`config.mk`:
```
export PLATFORM = sky130hd
export DESIGN_NAME = calc_port_responder
export DESIGN_NICKNAME = d
export VERILOG_FILES = /design/src/rtl/calc_pkg.sv /design/src/rtl/calc_alu.sv /design/src/rtl/calc_port_responder.sv
export SDC_FILE = /design/constraint.sdc
export NUM_CORES = 1
export LEC_CHECK = 0
export ABC_AREA = 1
export BUFFER_PORTS_ARGS = -buffer_cell sky130_fd_sc_hd__buf_2
export CAP_MARGIN = 20
export CORE_ASPECT_RATIO = 1.4
export CORE_UTILIZATION = 53
export DETAILED_ROUTE_END_ITERATION = 6
export PLACE_DENSITY = 0.7
export SYNTH_ARGS = -nofsm -noshare
export SYNTH_HDL_FRONTEND = slang
export SYNTH_SLANG_ARGS = --single-unit
```
`constraint.sdc`:
```
create_clock -name PClk -period 12 [get_ports PClk]
set_input_delay 2.4 -clock PClk [delete_from_list [all_inputs] [get_ports PClk]]
set_output_delay 2.4 -clock PClk [all_outputs]
set_load 0.01 [all_outputs]
```
`src/rtl/calc_pkg.sv`:
```
// Shared types and constants for the calculator request/response port.
// Used by calc_alu and calc_port_responder. The responder's optional parity
// output is enabled by defining CALC_RESP_PARITY_EN; this package is the same
// in both builds.
package calc_pkg;

   localparam int CALC_CMD_WIDTH  = 4;
   localparam int CALC_DATA_WIDTH = 32;
   localparam int CALC_TAG_WIDTH  = 2;

   // One slot per tag value, so the slot table and the tag space match.
   localparam int CALC_SLOTS      = 4;

   // The countdown field is wide enough for latencies up to 257 cycles.
   localparam int CALC_CNT_WIDTH  = 8;

   // The age field ranks the live slots from youngest (0) to oldest
   // (CALC_SLOTS-1), so it only needs to count up to the table depth.
   localparam int CALC_AGE_WIDTH  = $clog2(CALC_SLOTS);

   typedef enum logic [CALC_CMD_WIDTH-1:0] {
      NOP = 4'd0,
      ADD = 4'd1,
      SUB = 4'd2,
      SHL = 4'd5,
      SHR = 4'd6
   } calc_cmd_e;

   typedef enum logic [1:0] {
      NONE = 2'd0,
      OK   = 2'd1,
      OVF  = 2'd2,
      INV  = 2'd3
   } calc_resp_e;

   // A request that has been accepted and is waiting for its response.
   typedef struct packed {
      logic                       valid;
      logic [CALC_DATA_WIDTH-1:0] result;
      calc_resp_e                 resp;
      logic [CALC_TAG_WIDTH-1:0]  tag;
      logic [CALC_CNT_WIDTH-1:0]  countdown;
      logic [CALC_AGE_WIDTH-1:0]  age;
   } calc_slot_t;

   // Shift commands take the long latency path; everything else, including
   // invalid commands, takes the short one.
   function automatic logic is_shift(input logic [CALC_CMD_WIDTH-1:0] cmd);
      return (cmd == SHL) || (cmd == SHR);
   endfunction

endpackage

```
`src/rtl/calc_alu.sv`:
```
// Combinational arithmetic for the calculator responder.
// Works on unsigned operands. Add carry-out and subtract borrow are both
// reported as OVF with a zeroed result. The shift amount is taken from the low
// bits of op2. Any unknown command returns INV.
module calc_alu
   import calc_pkg::*;
(
   input  logic [CALC_CMD_WIDTH-1:0]  cmd,
   input  logic [CALC_DATA_WIDTH-1:0] op1,
   input  logic [CALC_DATA_WIDTH-1:0] op2,
   output calc_resp_e                 resp,
   output logic [CALC_DATA_WIDTH-1:0] data
);

   localparam int SHAMT_W = $clog2(CALC_DATA_WIDTH);

   logic [CALC_DATA_WIDTH:0] sum_ext;
   logic [SHAMT_W-1:0]       shamt;

   assign sum_ext = {1'b0, op1} + {1'b0, op2};
   assign shamt   = op2[SHAMT_W-1:0];

   // Decode the command and produce the response code and the result.
   always_comb begin
      resp = INV;
      data = '0;
      case (cmd)
         ADD: begin
            if (sum_ext[CALC_DATA_WIDTH]) begin
               resp = OVF;
            end else begin
               resp = OK;
               data = sum_ext[CALC_DATA_WIDTH-1:0];
            end
         end
         SUB: begin
            if (op2 > op1) begin
               resp = OVF;
            end else begin
               resp = OK;
               data = op1 - op2;
            end
         end
         SHL: begin
            resp = OK;
            data = op1 << shamt;
         end
         SHR: begin
            resp = OK;
            data = op1 >> shamt;
         end
         default: begin
            resp = INV;
            data = '0;
         end
      endcase
   end

endmodule

```
`src/rtl/calc_port_responder.sv`:
```
// Behavioural responder for a single calc request/response port.
// A request is captured over two cycles: the command cycle carries op1, and
// the next cycle carries op2. The request is then parked in a slot and counts
// down its command-dependent latency. Each cycle the oldest ready slot is
// presented on out_* and released, so responses may complete out of order.
// Define CALC_RESP_PARITY_EN to add the out_parity output.
module calc_port_responder
   import calc_pkg::*;
#(
   parameter int ADD_LAT = 3,
   parameter int SHF_LAT = 5,
   parameter int SLOTS   = CALC_SLOTS
) (
   input  logic                       PClk,
   input  logic                       Rst,
   input  logic [CALC_CMD_WIDTH-1:0]  req_cmd_in,
   input  logic [CALC_DATA_WIDTH-1:0] req_data_in,
   input  logic [CALC_TAG_WIDTH-1:0]  req_tag_in,
   output logic [1:0]                 out_resp,
   output logic [CALC_DATA_WIDTH-1:0] out_data,
   output logic [CALC_TAG_WIDTH-1:0]  out_tag,
   output logic                       busy,
   output logic                       drop_err
`ifdef CALC_RESP_PARITY_EN
   ,
   output logic                       out_parity
`endif
);

   localparam int IDX_W = (SLOTS > 1) ? $clog2(SLOTS) : 1;

   // The slot is written at the end of the op2 cycle, so two cycles of the
   // total latency are already used when the countdown starts.
   localparam logic [CALC_CNT_WIDTH-1:0] ADD_CNT = CALC_CNT_WIDTH'(ADD_LAT - 2);
   localparam logic [CALC_CNT_WIDTH-1:0] SHF_CNT = CALC_CNT_WIDTH'(SHF_LAT - 2);

   typedef enum logic {
      IDLE = 1'b0,
      OP2  = 1'b1
   } cap_state_e;

   cap_state_e                 state_q;
   cap_state_e                 state_d;

   logic [CALC_CMD_WIDTH-1:0]  cmd_q;
   logic [CALC_DATA_WIDTH-1:0] op1_q;
   logic [CALC_TAG_WIDTH-1:0]  tag_q;

   calc_resp_e                 alu_resp;
   logic [CALC_DATA_WIDTH-1:0] alu_data;

   calc_slot_t                 slot_q [SLOTS];
   calc_slot_t                 slot_d [SLOTS];

   logic                       free_found;
   logic [IDX_W-1:0]           free_idx;
   logic                       win_found;
   logic [IDX_W-1:0]           win_idx;
   logic [CALC_AGE_WIDTH-1:0]  win_age;
   logic                       alloc;
   logic                       drop;
   logic [CALC_CNT_WIDTH-1:0]  new_cnt;

   // Capture FSM state register; reset discards any half-captured request.
   always_ff @(posedge PClk or negedge Rst) begin
      if (!Rst) begin
         state_q <= IDLE;
      end else begin
         state_q <= state_d;
      end
   end

   // A nonzero command in IDLE starts a request. The following cycle always
   // supplies op2 and ignores req_cmd_in.
   always_comb begin
      state_d = state_q;
      case (state_q)
         IDLE: begin
            if (req_cmd_in != '0) begin
               state_d = OP2;
            end
         end
         OP2: begin
            state_d = IDLE;
         end
         default: begin
            state_d = IDLE;
         end
      endcase
   end

   // Hold the command-cycle fields until the op2 cycle completes the request.
   always_ff @(posedge PClk or negedge Rst) begin
      if (!Rst) begin
         cmd_q <= '0;
         op1_q <= '0;
         tag_q <= '0;
      end else if ((state_q == IDLE) && (req_cmd_in != '0)) begin
         cmd_q <= req_cmd_in;
         op1_q <= req_data_in;
         tag_q <= req_tag_in;
      end
   end

   // op2 goes straight from the port into the ALU during the op2 cycle.
   calc_alu u_alu (
      .cmd  (cmd_q),
      .op1  (op1_q),
      .op2  (req_data_in),
      .resp (alu_resp),
      .data (alu_data)
   );

   assign alloc   = (state_q == OP2) && free_found;
   assign drop    = (state_q == OP2) && !free_found;
   assign new_cnt = is_shift(cmd_q) ? SHF_CNT : ADD_CNT;

   // Find the lowest-numbered free slot from the registered valid bits. A
   // slot that is responding this cycle still counts as occupied.
   always_comb begin
      free_found = 1'b0;
      free_idx   = '0;
      for (int i = SLOTS - 1; i >= 0; i--) begin
         if (!slot_q[i].valid) begin
            free_found = 1'b1;
            free_idx   = IDX_W'(i);
         end
      end
   end

   // Pick the oldest slot whose countdown has expired. Ages are unique among
   // live slots, so the order of this scan does not change the result.
   always_comb begin
      win_found = 1'b0;
      win_idx   = '0;
      win_age   = '0;
      for (int i = 0; i < SLOTS; i++) begin
         if (slot_q[i].valid && (slot_q[i].countdown == '0) &&
             (!win_found || (slot_q[i].age > win_age))) begin
            win_found = 1'b1;
            win_idx   = IDX_W'(i);
            win_age   = slot_q[i].age;
         end
      end
   end

   // Advance every slot by one cycle. The winner is released. Other live
   // slots count down and keep their age equal to the number of younger live
   // slots: a new arrival makes everyone one older, and releasing the winner
   // makes everything older than it one younger. A newly accepted request is
   // loaded into the chosen free slot.
   always_comb begin
      for (int i = 0; i < SLOTS; i++) begin
         slot_d[i] = slot_q[i];
         if (slot_q[i].valid) begin
            if (win_found && (win_idx == IDX_W'(i))) begin
               slot_d[i].valid = 1'b0;
            end else begin
               if (slot_q[i].countdown != '0) begin
                  slot_d[i].countdown = slot_q[i].countdown - 1'b1;
               end
               if (alloc) begin
                  slot_d[i].age = slot_d[i].age + 1'b1;
               end
               if (win_found && (slot_q[i].age > win_age)) begin
                  slot_d[i].age = slot_d[i].age - 1'b1;
               end
            end
         end
         if (alloc && (free_idx == IDX_W'(i))) begin
            slot_d[i].valid     = 1'b1;
            slot_d[i].result    = alu_data;
            slot_d[i].resp      = alu_resp;
            slot_d[i].tag       = tag_q;
            slot_d[i].countdown = new_cnt;
            slot_d[i].age       = '0;
         end
      end
   end

   // Slot table register; reset throws away in-flight work without replying.
   always_ff @(posedge PClk or negedge Rst) begin
      if (!Rst) begin
         for (int i = 0; i < SLOTS; i++) begin
            slot_q[i] <= '0;
         end
      end else begin
         for (int i = 0; i < SLOTS; i++) begin
            slot_q[i] <= slot_d[i];
         end
      end
   end

   // Sticky flag recording that a request arrived while every slot was full.
   always_ff @(posedge PClk or negedge Rst) begin
      if (!Rst) begin
         drop_err <= 1'b0;
      end else if (drop) begin
         drop_err <= 1'b1;
      end
   end

   // busy reflects any occupied slot, including one responding this cycle.
   always_comb begin
      busy = 1'b0;
      for (int i = 0; i < SLOTS; i++) begin
         busy = busy | slot_q[i].valid;
      end
   end

   // Present the winning slot, which holds registered data, for exactly the
   // one cycle before it is released. Drive all zeros when nothing is ready.
   always_comb begin
      out_resp = '0;
      out_data = '0;
      out_tag  = '0;
      if (win_found) begin
         out_resp = slot_q[win_idx].resp;
         out_data = slot_q[win_idx].result;
         out_tag  = slot_q[win_idx].tag;
      end
   end

`ifdef CALC_RESP_PARITY_EN
   // Even parity over the whole response. It is zero when idle because every
   // field is zero then.
   assign out_parity = ^{out_resp, out_tag, out_data};
`endif

endmodule
```
==> run_results.csv <==
group,metric,value,unit
detailed_routing,wl,71200,microns
worst_setup_path,critPathCaptureType,"output pin",
cts,htreeDepth,1,
timing,relSlewSlack,25.1,%
layout,final_core_util,57.2,%
place,hpwl,54300,microns
logic_synthesis,syn_nets,3498,
grt,overflow,0,
logic_synthesis,netlist_area,20300,sq um
logic_synthesis,synth_edf_count,0,
grt,grt_pass1_vias,20000,
power_and_ir_drop,clock_power_share,17.8,%
power_and_ir_drop,power.share.switching,49.4,%
worst_setup_path,path_max_fanout,49,
cts,clock-root-buffer,"clkbuf_16",
detailed_routing,wl_per_cell,18.6,microns
cts,cts_sinks,228,
detailed_routing,drt_pass1_iterations,6,
timing,setup_viol,0,
logic_synthesis,yosysSeqAreaShare,28.1,%
detailed_routing,postRouteAntennaNets,0,
detailed_routing,drtIter0Drc,1439,
timing,worstMarginPinSlew,1.11,ns
logic_synthesis,synth_warnings,0,
power_and_ir_drop,internal-power,2.22,mW
layout,antenna_cells,0,
cts,cts_made_buffers,25,
layout,layout-drive-gt1-share,7.57,%
worst_setup_path,crit_arrival,6.45,ns
timing,finalCritPeriodShare,73.8,%
logic_synthesis,synth_cells,3372,
timing,rsz0062_at_grt,"no",
power_and_ir_drop,p_per_area,204,nW/um^2
detailed_routing,drcViolationCount,0,
floorplan,dieHeight,234,microns
worst_setup_path,path_buf_inv,8,
timing,clock_skew,0.0127,ns
logic_synthesis,synth_ff_type,"dfrtp_1",
logic_synthesis,synth_area_per_cell,6.03,sq um
min_path,hp-class,"reg2reg",
worst_setup_path,crit_path_start_kind,"flop",
place,io_buffer_count,77,
logic_synthesis,async_reset_ff_share,100,%
floorplan,io_pins,78,
power_and_ir_drop,combPwrFrac,52.0,%
floorplan,dieArea,39100,sq um
power_and_ir_drop,p_sw,2.17,mW
worst_setup_path,crit_family,"simple AND/OR/NAND/NOR gates",
outcome,outcome,"complete, no violations",
layout,fin_nets,3465,
place,gp_congestion,0.990,
grt,grt_max_degree,95,
logic_synthesis,synth_cell_type_count,51,
floorplan,fp.coreArea,37600,sq um
cts,cts_tree,"done",
cts,post_cts_buffers,0,
cts,clock_latency,0.55,ns
worst_setup_path,worst-setup-path-type,"reg2out",
logic_synthesis,yosys_register_bits,228,
timing,setup_tns,0,ns
floorplan,die_x,167,microns
cts,cts-resized-gates,0,
detailed_routing,drt-vias-per-instance,5.53,
grt,grt.total_usage,36.5,%
layout,area_delta_synth_final,5.82,%
place,placed_cell_area,20700,sq um
worst_setup_path,cpPeakStageDelay,0.55,ns
timing,fin_crit,8.85,ns
worst_setup_path,cpMaxStageDelayCell,"nor2_8",
timing,max_freq,113,MHz
run,maxCapViolations,0,
layout,design_area,21500,sq um
power_and_ir_drop,seqPwrFrac,30.2,%
power_and_ir_drop,irDropWorstVdd,0.124,mV
timing,maxSlewViolCount,0,
grt,grt_antenna_before_repair,0,
floorplan,placementRows,84,
cts,clk_path_buf_depth,3,
floorplan,start_util,54.0,%
cts,clk_pin_slew,0.06,ns
grt,grt_pass1_wl,110000,microns
detailed_routing,route.vias.total,21200,
timing,finalHoldViolCount,0,
power_and_ir_drop,cellLeakagePower,12.4,nW
cts,hold_buffers,0,
worst_setup_path,required,9.60,ns
timing,hold_ws,0.477,ns
worst paths after layout:
kind	startpoint	end	slack, ns	depth (start not counted)
max in group asynchronous	Rst	slot_q[46]	7.78	3
setup / recovery	slot_q[143]	out_data[28]	3.15	35
hold reg to reg	slot_q[122]	slot_q[122]	0.48	2
hold / removal	slot_q[122]	slot_q[122]	0.48	2
setup reg to reg	slot_q[143]	slot_q[0]	5.76	37
min in group asynchronous	Rst	slot_q[52]	1.86	1
synth_stat cells (25+ instances only):
| cell type | count | area (sq um) |
|---|---|---|
| nand3_1 | 356 | 1780 |
| nand3_2 | 45 | 450 |
| nand2_1 | 1375 | 5160 |
| nand4_1 | 25 | 156 |
| nor2_1 | 299 | 1120 |
| ha_1 | 84 | 1050 |
| o21ai_0 | 116 | 581 |
| xor2_1 | 38 | 333 |
| inv_1 | 361 | 1360 |
| dfrtp_1 | 228 | 5710 |
| o211ai_1 | 27 | 203 |
| buf_2 | 53 | 265 |
| clkbuf_1 | 65 | 244 |
| a21oi_1 | 93 | 465 |
final cells by class:
class | instances | area, sq um
multi-input cells | 2598 | 12400
repair buffers | 100 | 568
fillers | 3936 | 16100
well taps | 473 | 592
clock buffers | 32 | 692
flip-flops and latches | 228 | 5710
clock inverters | 12 | 128
inverters | 386 | 1450
through the flow:
stage	power, mW	cells	setup WS (ns)
after detailed placement	3.59	3785	3.75
after floorplan	2.94	3372	5.30
after CTS	4.38	3829	3.16
after global routing	4.74	3829	2.51
after global placement	3.53	3784	3.90
final	4.39	3829	3.15
worst reg2reg max path: cells and delay by family (launching register included):
family	cells	cell delay [ns]
AND/OR/NAND/NOR	18	2.02
buffers and inverters	7	0.50
AO/OA/AOI/OAI	6	1.47
multiplexers	1	0.31
adder cells (fa/ha/maj)	5	1.40
flip-flops	1	0.38
flip-flops by register name, indices dropped and copies added (netlist names):
name      flops
drop_err      1
state_q       1
tag_q         2
cmd_q         4
slot_q      188
op1_q        32
layout by cell type, fill, tap and decap left out, types with 5 or more instances in the layout:
master,count
nand4_1,25
dfrtp_1,228
inv_2,17
and2_1,10
nor2_2,11
buf_4,23
nand3_1,356
clkbuf_16,25
xnor2_1,15
o21ai_1,24
nor2_1,294
buf_2,76
nor2_4,6
o211ai_1,27
o21ai_0,116
ha_1,84
inv_1,361
a21oi_1,93
nand2_4,5
nor3_1,13
clkinv_2,7
nand3_2,45
clkinv_1,6
xor2_1,38
nand2_1,1374
nand2_2,14
per-layer routing:
| metal | part of all wire [%] | wire, microns | vias to the layer above | global-route usage, % |
|---|---|---|---|---|
| met1 | 37 | 26400 | 9782 | 39.9 |
| met3 | 4.8 | 3440 | 226 | 3.30 |
| met2 | 49 | 35100 | 725 | 65.2 |
| met5 | 0 | 0 | - | 0 |
| li1 | - | - | 10500 | - |
| met4 | 8.7 | 6200 | 0 | 28.6 |
cell families after synthesis:
group	count (synthesis)	synth area share, %
and+or+nand+nor	2174	45.4
buffers and inverters	546	11.2
AOI/OAI and AO/OA	284	7.68
DFF	228	28.1
adders and majority gates	86	5.37
xor gates and xnor gates	53	2.28
muxes	1	0.0493
power by group through the flow:
stage                     logic (mW)  registers (mW)  clock network (mW)
after floorplan                 1.73            1.22                   0
after global placement          2.21            1.32                   0
after detailed placement        2.26            1.33                   0
after CTS                       2.27            1.32               0.792
after global routing            2.57            1.35               0.825
final                           2.28            1.32               0.783
(Power assumes the default switching activity.)
